<file path="src/rtl/fifo_pack_pkg.sv">
// -----------------------------------------------------------------------------
// fifo_pack_pkg
// Shared definitions for the FIFO pack reader:
//   - state_e   : reader FSM states (filling / draining a partial word)
//   - CNT_W     : lane-counter width for the default 4-lane configuration
//   - keep_mask : builds a lane-valid mask with the low n bits set
// -----------------------------------------------------------------------------
package fifo_pack_pkg;

    typedef enum logic [0:0] {
        S_FILL  = 1'b0,
        S_FLUSH = 1'b1
    } state_e;

    localparam int RATIO_DEFAULT = 4;
    localparam int CNT_W         = $clog2(RATIO_DEFAULT + 1);

    // Widest keep mask the helper can produce; callers cast down to RATIO bits.
    localparam int KEEP_MAX = 32;

    // Mask with bits [n-1:0] set, i.e. (1 << n) - 1 without overflow at n == KEEP_MAX.
    function automatic logic [KEEP_MAX-1:0] keep_mask(input int unsigned n);
        logic [KEEP_MAX-1:0] m;
        m = {KEEP_MAX{1'b0}};
        for (int unsigned i = 0; i < KEEP_MAX; i++) begin
            if (i < n) begin
                m[i] = 1'b1;
            end else begin
                m[i] = 1'b0;
            end
        end
        return m;
    endfunction

endpackage

</file>
<file path="src/rtl/fifo_pack_reader_out.sv">
// -----------------------------------------------------------------------------
// pack_out_reg
// Single-entry valid/ready holding register for the packed output word.
// The parent only asserts i_load when the register is free (empty or being
// accepted this cycle), so a load never overwrites an unaccepted word.
//   i_clk, i_reset         : clock, synchronous active-high reset
//   i_load                 : capture i_data/i_keep/i_last and raise o_valid
//   i_data, i_keep, i_last : word to capture
//   i_ready                : downstream accepts when o_valid && i_ready
//   o_valid, o_data,
//   o_keep, o_last         : registered stream outputs, stable while stalled
// -----------------------------------------------------------------------------
module pack_out_reg
    import fifo_pack_pkg::*;
#(
    parameter int DATA_W = 32,
    parameter int KEEP_W = 4
) (
    input  logic              i_clk,
    input  logic              i_reset,
    input  logic              i_load,
    input  logic [DATA_W-1:0] i_data,
    input  logic [KEEP_W-1:0] i_keep,
    input  logic              i_last,
    input  logic              i_ready,
    output logic              o_valid,
    output logic [DATA_W-1:0] o_data,
    output logic [KEEP_W-1:0] o_keep,
    output logic              o_last
);

    // Holding register: load wins over accept so back-to-back words never bubble.
    always_ff @(posedge i_clk) begin
        if (i_reset) begin
            o_valid <= 1'b0;
            o_data  <= {DATA_W{1'b0}};
            o_keep  <= {KEEP_W{1'b0}};
            o_last  <= 1'b0;
        end else if (i_load) begin
            o_valid <= 1'b1;
            o_data  <= i_data;
            o_keep  <= i_keep;
            o_last  <= i_last;
        end else if (o_valid && i_ready) begin
            o_valid <= 1'b0;
        end else begin
            o_valid <= o_valid;
        end
    end

endmodule

</file>
<file path="src/rtl/fifo_pack_reader.sv">
// -----------------------------------------------------------------------------
// fifo_pack_reader
// Reads WIDTH-bit entries from a synchronous FIFO (registered read data, one
// cycle latency) and packs RATIO consecutive entries into one output word,
// lane 0 = oldest entry. A flush request emits a partial word with a keep mask
// and O_LAST set so the tail of a message is never stranded.
//   I_CLK, I_RESET : clock, synchronous active-high reset
//   I_EMPTY, O_RE  : FIFO empty flag / read enable
//   I_DIN          : FIFO read data, valid the cycle after an accepted read
//   I_FLUSH        : single-cycle request to emit the current partial word
//   O_DATA, O_KEEP, O_LAST, O_VALID, I_READY : packed output stream
//   O_BUSY         : flush in progress
// -----------------------------------------------------------------------------
module fifo_pack_reader
    import fifo_pack_pkg::*;
#(
    parameter int WIDTH = 8,
    parameter int RATIO = 4
) (
    input  logic                   I_CLK,
    input  logic                   I_RESET,
    input  logic                   I_EMPTY,
    output logic                   O_RE,
    input  logic [WIDTH-1:0]       I_DIN,
    input  logic                   I_FLUSH,
    output logic [WIDTH*RATIO-1:0] O_DATA,
    output logic [RATIO-1:0]       O_KEEP,
    output logic                   O_LAST,
    output logic                   O_VALID,
    input  logic                   I_READY,
    output logic                   O_BUSY
);

    localparam int CW = $clog2(RATIO + 1);
    localparam logic [CW-1:0] FULL_CNT = CW'(RATIO);
    localparam logic [CW:0]   RATIO_X  = (CW + 1)'(RATIO);

    state_e                 r_state;
    state_e                 w_state_nxt;
    logic [CW-1:0]          r_cnt;
    logic                   r_pend;
    logic [WIDTH*RATIO-1:0] r_acc;

    logic                   w_re;
    logic [CW:0]            w_inflight;
    logic                   w_out_valid;
    logic                   w_free;
    logic                   w_xfer_full;
    logic                   w_xfer_part;
    logic                   w_xfer;
    logic [RATIO-1:0]       w_lane_keep;
    logic [WIDTH*RATIO-1:0] w_load_data;
    logic [RATIO-1:0]       w_load_keep;
    logic                   w_load_last;

    // Lanes filled plus the one still in flight; reads stop once this reaches
    // RATIO so the accumulator can never be overrun while the output stalls.
    assign w_inflight = {1'b0, r_cnt} + {{CW{1'b0}}, r_pend};
    assign w_re       = !I_RESET && !I_EMPTY && (r_state == S_FILL) && (w_inflight < RATIO_X);
    assign O_RE       = w_re;

    assign w_free      = !w_out_valid || I_READY;
    assign w_xfer_full = w_free && (r_cnt == FULL_CNT);
    // A full accumulator during a flush leaves as a normal word (O_LAST = 0);
    // the flush then completes through the empty-accumulator exit.
    assign w_xfer_part = w_free && (r_state == S_FLUSH) && !r_pend &&
                         (r_cnt != {CW{1'b0}}) && (r_cnt != FULL_CNT);
    assign w_xfer      = w_xfer_full || w_xfer_part;
    assign w_lane_keep = RATIO'(keep_mask(32'(r_cnt)));

    // Word presented to the holding register; unfilled lanes of a partial word are zeroed.
    always_comb begin
        w_load_data = {(WIDTH*RATIO){1'b0}};
        w_load_keep = {RATIO{1'b0}};
        w_load_last = 1'b0;
        if (w_xfer_full) begin
            w_load_data = r_acc;
            w_load_keep = {RATIO{1'b1}};
            w_load_last = 1'b0;
        end else if (w_xfer_part) begin
            for (int k = 0; k < RATIO; k++) begin
                if (w_lane_keep[k]) begin
                    w_load_data[k*WIDTH +: WIDTH] = r_acc[k*WIDTH +: WIDTH];
                end else begin
                    w_load_data[k*WIDTH +: WIDTH] = {WIDTH{1'b0}};
                end
            end
            w_load_keep = w_lane_keep;
            w_load_last = 1'b1;
        end else begin
            w_load_data = {(WIDTH*RATIO){1'b0}};
            w_load_keep = {RATIO{1'b0}};
            w_load_last = 1'b0;
        end
    end

    // Next-state logic: a flush waits for any in-flight entry before deciding.
    always_comb begin
        w_state_nxt = r_state;
        case (r_state)
            S_FILL: begin
                if (I_FLUSH) begin
                    w_state_nxt = S_FLUSH;
                end else begin
                    w_state_nxt = S_FILL;
                end
            end
            S_FLUSH: begin
                if (w_xfer_part || (!r_pend && (r_cnt == {CW{1'b0}}))) begin
                    w_state_nxt = S_FILL;
                end else begin
                    w_state_nxt = S_FLUSH;
                end
            end
            default: begin
                w_state_nxt = S_FILL;
            end
        endcase
    end

    // State, read-pending flag, lane counter and accumulator; a transfer and a
    // capture never coincide because both transfer types require !r_pend.
    always_ff @(posedge I_CLK) begin
        if (I_RESET) begin
            r_state <= S_FILL;
            r_pend  <= 1'b0;
            r_cnt   <= {CW{1'b0}};
            r_acc   <= {(WIDTH*RATIO){1'b0}};
        end else begin
            r_state <= w_state_nxt;
            r_pend  <= w_re;
            if (w_xfer) begin
                r_cnt <= {CW{1'b0}};
            end else if (r_pend) begin
                r_cnt                              <= r_cnt + CW'(1);
                r_acc[int'(r_cnt)*WIDTH +: WIDTH] <= I_DIN;
            end else begin
                r_cnt <= r_cnt;
            end
        end
    end

    assign O_BUSY = (r_state == S_FLUSH);

    pack_out_reg #(
        .DATA_W (WIDTH * RATIO),
        .KEEP_W (RATIO)
    ) u_out (
        .i_clk   (I_CLK),
        .i_reset (I_RESET),
        .i_load  (w_xfer),
        .i_data  (w_load_data),
        .i_keep  (w_load_keep),
        .i_last  (w_load_last),
        .i_ready (I_READY),
        .o_valid (w_out_valid),
        .o_data  (O_DATA),
        .o_keep  (O_KEEP),
        .o_last  (O_LAST)
    );

    assign O_VALID = w_out_valid;

endmodule

</file>
<file path="config.mk">
export PLATFORM = sky130hd
export DESIGN_NAME = fifo_pack_reader
export DESIGN_NICKNAME = d
export VERILOG_FILES = /design/src/rtl/fifo_pack_pkg.sv /design/src/rtl/fifo_pack_reader_out.sv /design/src/rtl/fifo_pack_reader.sv
export SDC_FILE = /design/constraint.sdc
export NUM_CORES = 1
export LEC_CHECK = 0
export ABC_AREA = 1
export CAP_MARGIN = 20
export CORE_AREA = 4 4 80 82
export DETAILED_ROUTE_END_ITERATION = 10
export DIE_AREA = 0 0 84 86
export PLACE_DENSITY_LB_ADDON = 0.3
export SLEW_MARGIN = 20
export SYNTH_ARGS = -nofsm -noshare
export SYNTH_HDL_FRONTEND = slang
export SYNTH_SLANG_ARGS = --single-unit
</file>
<file path="constraint.sdc">
create_clock -name I_CLK -period 3.05 [get_ports I_CLK]
set_input_delay 0.61 -clock I_CLK [delete_from_list [all_inputs] [get_ports I_CLK]]
set_output_delay 0.61 -clock I_CLK [all_outputs]
set_load 0.005 [all_outputs]
</file>
## Word-level counts from Yosys, hierarchy flattened

Index checks and enable logic that the tools add are counted.

- Add/sub/neg operators: 3
- $lt $le $gt $ge: 5
- Equality and inequality tests: 2
- Shifts and indexed selects: 2
- Mux-type cells: 20
- Bitwise gates (word level): 2
- Reduce and logical (&&, ||, !) cells: 22

Operators by type and width:

| operator | count |
|---|---|
| $mux 32 | 2 |
| $neg 6->33 | 1 |
| $shift 8x33->32 const A | 1 |
| $shiftx 8x33->32 | 1 |
| $bwmux 32 | 1 |
| $mux 8 | 4 |
| $logic_and 1x1->1 | 10 |
| $mux 1 | 10 |
| $mux 4 | 2 |
| $lt 1x3->1 const A | 2 |
| $lt 2x3->1 const A | 2 |
| $add 3x1->4 | 1 |
| $logic_not 1->1 | 4 |
| $lt 4x3->1 const B | 1 |
| $add 3x1->3 const B | 1 |
| $eq 3x3->1 const B | 1 |
| $logic_not 3->1 | 1 |
| $logic_or 1x1->1 | 3 |
| $ne 3x3->1 const B | 1 |
| $reduce_bool 3->1 | 1 |
| $not 1->1 | 2 |
| $pmux 1 s2 | 1 |
| $reduce_and 2->1 | 1 |
| $reduce_bool 2->1 | 1 |
| $reduce_or 2->1 | 1 |

- Bits in registers: 75
- Input bits: 13
- Output and inout bits: 40
- Word-level logic and storage cells: 64

## Longest topological paths before layout

Gate-level depths: netlist (run 1).

- Word-level depth: 9
- Gate-level depth with buffers: 11
- Mapped depth without buffers: 10

## By module

A second synthesis (run 1) with hierarchy kept.

- Cell total of the unflattened synthesis: 503
- Area, all modules: 3,534.6 um^2

By module, submodules not included:

| module | times used | cells each | area an instance (um^2) | seq. area each (um^2) |
|---|---|---|---|---|
| fifo_pack_reader | 1 | 338 | 2,169.6 | 740.7 |
| pack_out_reg | 1 | 165 | 1,365.1 | 760.7 |

## Least setup slack after synthesis (run 1)

Ideal clock, no wire load.

- Path type: register to register
- Start: reg r_cnt[0]
- End: reg r_acc[10]
- Arrival time: 1,570 ps
- Slack: 1,367 ps
- Cell stages (with the launch flop): 10
- Period minus slack after synthesis: 1,683 ps
- Cells stage by stage: dfxtp_1 > inv_1 > ha_1 > ha_1 > nand2_1 > nor2_4 > nand3_2 > buf_6 > a21oi_1 > nor2_1

- Longest elaborated chain between the ends: 6

RTL lines:

| element | line | source |
|---|---|---|
| start: declaration | fifo_pack_reader.sv:40 | `logic [CW-1:0] r_cnt;` |
| start signal: assignment | fifo_pack_reader.sv:127 | `r_cnt <= {CW{1'b0}};` |
| start signal: assignment | fifo_pack_reader.sv:133 | `r_cnt <= {CW{1'b0}};` |
| start signal: assignment | fifo_pack_reader.sv:135 | `r_cnt <= r_cnt + CW'(1);` |
| parallel branches: the longest is 6 deep, another holds $neg 6->33 | n/a |  |
| end signal: assignment | fifo_pack_reader.sv:128 | `r_acc <= {(WIDTH*RATIO){1'b0}};` |
| end: declaration | fifo_pack_reader.sv:42 | `logic [WIDTH*RATIO-1:0] r_acc;` |

Parallel ways; which one is timed is not known.
A chain may end at the register's enable or synchronous reset.

## Worst setup path in the final report (run 1)

- Start: in I_RESET
- End: out O_RE

- Longest elaborated chain between the ends: 4

RTL lines:

| element | line | source |
|---|---|---|
| start: declaration | fifo_pack_reader.sv:21 | `input logic I_RESET,` |
| $logic_not 1->1 | fifo_pack_reader.sv:59 | `assign w_re = !I_RESET && !I_EMPTY && (r_state == S_FILL) && (w_inflight < RATIO_X);` |
| $logic_and 1x1->1 (3 in series) | fifo_pack_reader.sv:59 |  |
| end: declaration | fifo_pack_reader.sv:23 | `output logic O_RE,` |

No other way between the ends.

==> results of run 1 <==
==> per-stage QoR <==
step,instance area (um2),instances,util
final,3910,567,0.681
after floorplan,3190,441,-
after global placement,3710,551,0.647
after detailed placement,3710,551,0.647
after global routing,3910,567,0.681
after CTS,3910,567,0.681
==> cells in the final DEF, fill, tap and decap left out, types with 3 or more instances in the layout <==
cell type / count
nand2_1: 144
o21ai_1: 8
clkdlybuf4s50_1: 52
a21oi_1: 13
inv_1: 48
nor2_1: 64
nand4_1: 35
nand3_1: 3
inv_2: 4
o21ai_0: 4
nand3_2: 4
ha_1: 4
dfxtp_1: 75
clkbuf_8: 13
==> power by group through the flow <==
| stage | Sequential [uW] | Clock, uW | Combinational (uW) |
|---|---|---|---|
| after CTS | 1010 | 753 | 158 |
| after detailed placement | 1030 | 0 | 158 |
| after floorplan | 1030 | 0 | 100 |
| after global routing | 1010 | 798 | 177 |
| final | 1010 | 739 | 158 |
| after global placement | 1030 | 0 | 152 |
==> state kept, by name (all words and copies together), names as in the netlist <==
signal and count:
r_cnt 3, u_out.o_data 32, r_acc 32, u_out.o_last 1
r_pend 1, u_out.o_valid 1, O_BUSY 1, u_out.o_keep 4
==> layout make-up <==
type	instances	share of cell area
Clock buffer	13	0.0457
Clock inverter	3	0.00512
Inverter	52	0.0499
Multi-Input combinational cell	293	0.345
Sequential cell	75	0.384
Tap cell	75	0.0240
Timing Repair Buffer	56	0.147
==> how the worst max path moves through the flow <==
| stage | from | end | slack, ns | depth (start not counted) |
|---|---|---|---|---|
| after CTS | I_RESET | O_RE | 0.45 | 3 |
| after global routing | I_RESET | O_RE | 0.37 | 3 |
| after global placement | I_RESET | O_RE | 0.46 | 3 |
| after detailed placement | I_RESET | O_RE | 0.45 | 3 |
| final | I_RESET | O_RE | 0.46 | 3 |
| after floorplan | r_cnt[0]$_SDFFE_PP0P_ | r_acc[10]$_SDFFE_PP0P_ | 1.37 | 9 |
==> layer usage <==
| layer | part of all wire | vias to the layer above |
|---|---|---|
| met2 | 0.48 | 71 |
| met1 | 0.44 | 1298 |
| li1 | - | 1469 |
| met3 | 0.057 | 13 |
| met4 | 0.022 | 0 |
| met5 | 0 | - |
==> logic make-up (layout without fill, tap and decap cells) <==
kind of cell / after synthesis / after routing
flops: 75 / 75
buf+inv: 73 / 124
xor+xnor: 1 / 1
fa+ha+maj: 4 / 4
compound gates: 25 / 25
simple gates: 263 / 263
==> worst max-delay path, cell delays in order <==
cell and delay, ns:
clkdlybuf4s50_1 0.52, nor4_1 0.31, clkdlybuf4s50_1 0.54
==> results.toml, run 1 <==
[synthesis]
synthTopCellsByCount = "nand2_1, dfxtp_1, nor2_1"
syn_avg_cell_area_um2 = 7.23
synth_compound_area_frac = 0.0392
syn_area_mm2 = 0.00319
ys.flop_type = "dfxtp_1"
synth_seq_cells = 75
netlist_instances = 441
netlist.top_cell.by_area = "dfxtp_1"
ys_types = 25
yosysSeqAreaShare = 0.471
synthSimpleGateAreaFrac = 0.365
synth_top_family_by_area = "simple AND/OR/NAND/NOR gates"
synth-xor-area-share = 0.00275
syn_nets = 458
synth_enable_flop_cells = 0
yosys_warnings = 0
synth.area.mux_share = 0
synth_most_common_cell = "nand2_1"
synthTopCellsByArea = "dfxtp_1, nand2_1, nor2_1"
yosysTopAreaCellShare = 0.471
synthAdderAreaFrac = 0.0157
synth-async-reset-ratio = 0

[clock_network]
cts_made_buffers = 9
clk_latency_ns = 0.35
cts_resized = 0
clk_pin_slew_worst_paths_ns = 0.07
cts_hold_buf = 0
cts_sinks = 75
cts_setup_buffers = 0
clockRootBuffer = "clkbuf_8"
cts_tree = "built"
h-tree-depth = 3
clk_path_buf_depth = 2

[route]
dr.first_iter.drc_count = 190
wl_um = 7170
via_per_inst = 5.03
first_pass_iters = 4
vias = 2851
routedWlPerCell_um = 12.7
drcViolationCount = 0
ant_nets = 0

[global_routing]
grt_max_degree = 32
grt_pass1_vias = 2723
grt_pass1_wl_um = 12500
grt_busiest_layer = "met2"
grt-ovfl-total = 0
antenna_found_initial = 0
grt_util_met2 = 0.369
grt_usage = 0.216
grtUsageMet3 = 0.0490
globalRouteMet1Util = 0.262

[die]
initial_core_util = 0.555
die_x_um = 84
dieArea_mm2 = 0.00722
die_h_um = 86
row_count = 28
core_mm2 = 0.00575
io_pins = 53

[pwr]
p_int_uw = 1440
leakage_uw = 0.00184
power_density_mw_per_mm2 = 487
ir_drop_mv = 0.350
switchingPower_uw = 469
p_seq_frac = 0.529
swShare = 0.246
p_comb_frac = 0.083
finalPower_uw = 1910
clkPwrFrac = 0.388

[placement]
post-dp-hpwl_um = 4870
place_congestion = 0.793
place_ws_ns = 0.454
portBuffers = 52

[cells_and_area]
drive_gt1_frac = 0.0752
final_nets = 504
multi_input_area_mm2 = 0.00135
antenna_cells = 0
regArea_mm2 = 0.00150
syn2layout_area_growth_pct = 22.7
nFillCells = 492

[hold_path]
min_to = "u_out.o_data[20]$_SDFFE_PP0P_"
hold_class = "reg -> reg"
whs_path_depth = 2
holdCritStartpoint = "u_out.o_data[20]$_SDFFE_PP0P_"

[sta]
slew_violations = 0
worst_slew_pin_slew_ns = 0.492
max_slew_margin = 0.672
clock-skew-final_ns = 0.00913
fmax_ghz = 0.385
holdWs_ns = 0.449
finalCritPeriodShare = 0.851
worst_slack_ns = 0.455
setup_violations = 0
rsz0062_at_grt = "no"
finalHoldViolations = 0
finalCriticalPeriod_ns = 2.59
tns_ns = 0

[setup_path]
r2r_slack_ns = 0.75
cp-start-kind = "input pin"
reg2regPathDepth = 10
rr_startpoint = "r_cnt[1]$_SDFFE_PP0P_"
arrival_ns = 1.98
cp_max_fo = 5
required_ns = 2.44
crit_path_end_kind = "primary output"
crit_type = "in -> out"
reg2reg_to = "u_out.o_data[22]$_SDFFE_PP0P_"

[run]
drv_cap = 0

[status]
status = "finished, final reports clean"
Note: power is estimated with default switching activity, not from simulation.
==> run 2, diff against run 1 <==
--- a/config.mk
+++ b/config.mk
@@ -10,6 +10,7 @@
 export CORE_AREA = 4 4 80 82
 export DETAILED_ROUTE_END_ITERATION = 10
 export DIE_AREA = 0 0 84 86
+export GPL_ROUTABILITY_DRIVEN = 0
 export PLACE_DENSITY_LB_ADDON = 0.3
 export SLEW_MARGIN = 20
 export SYNTH_ARGS = -nofsm -noshare
==> results of run 2 <==
The final DEF is identical to that of run 1; final timing and power are the same.
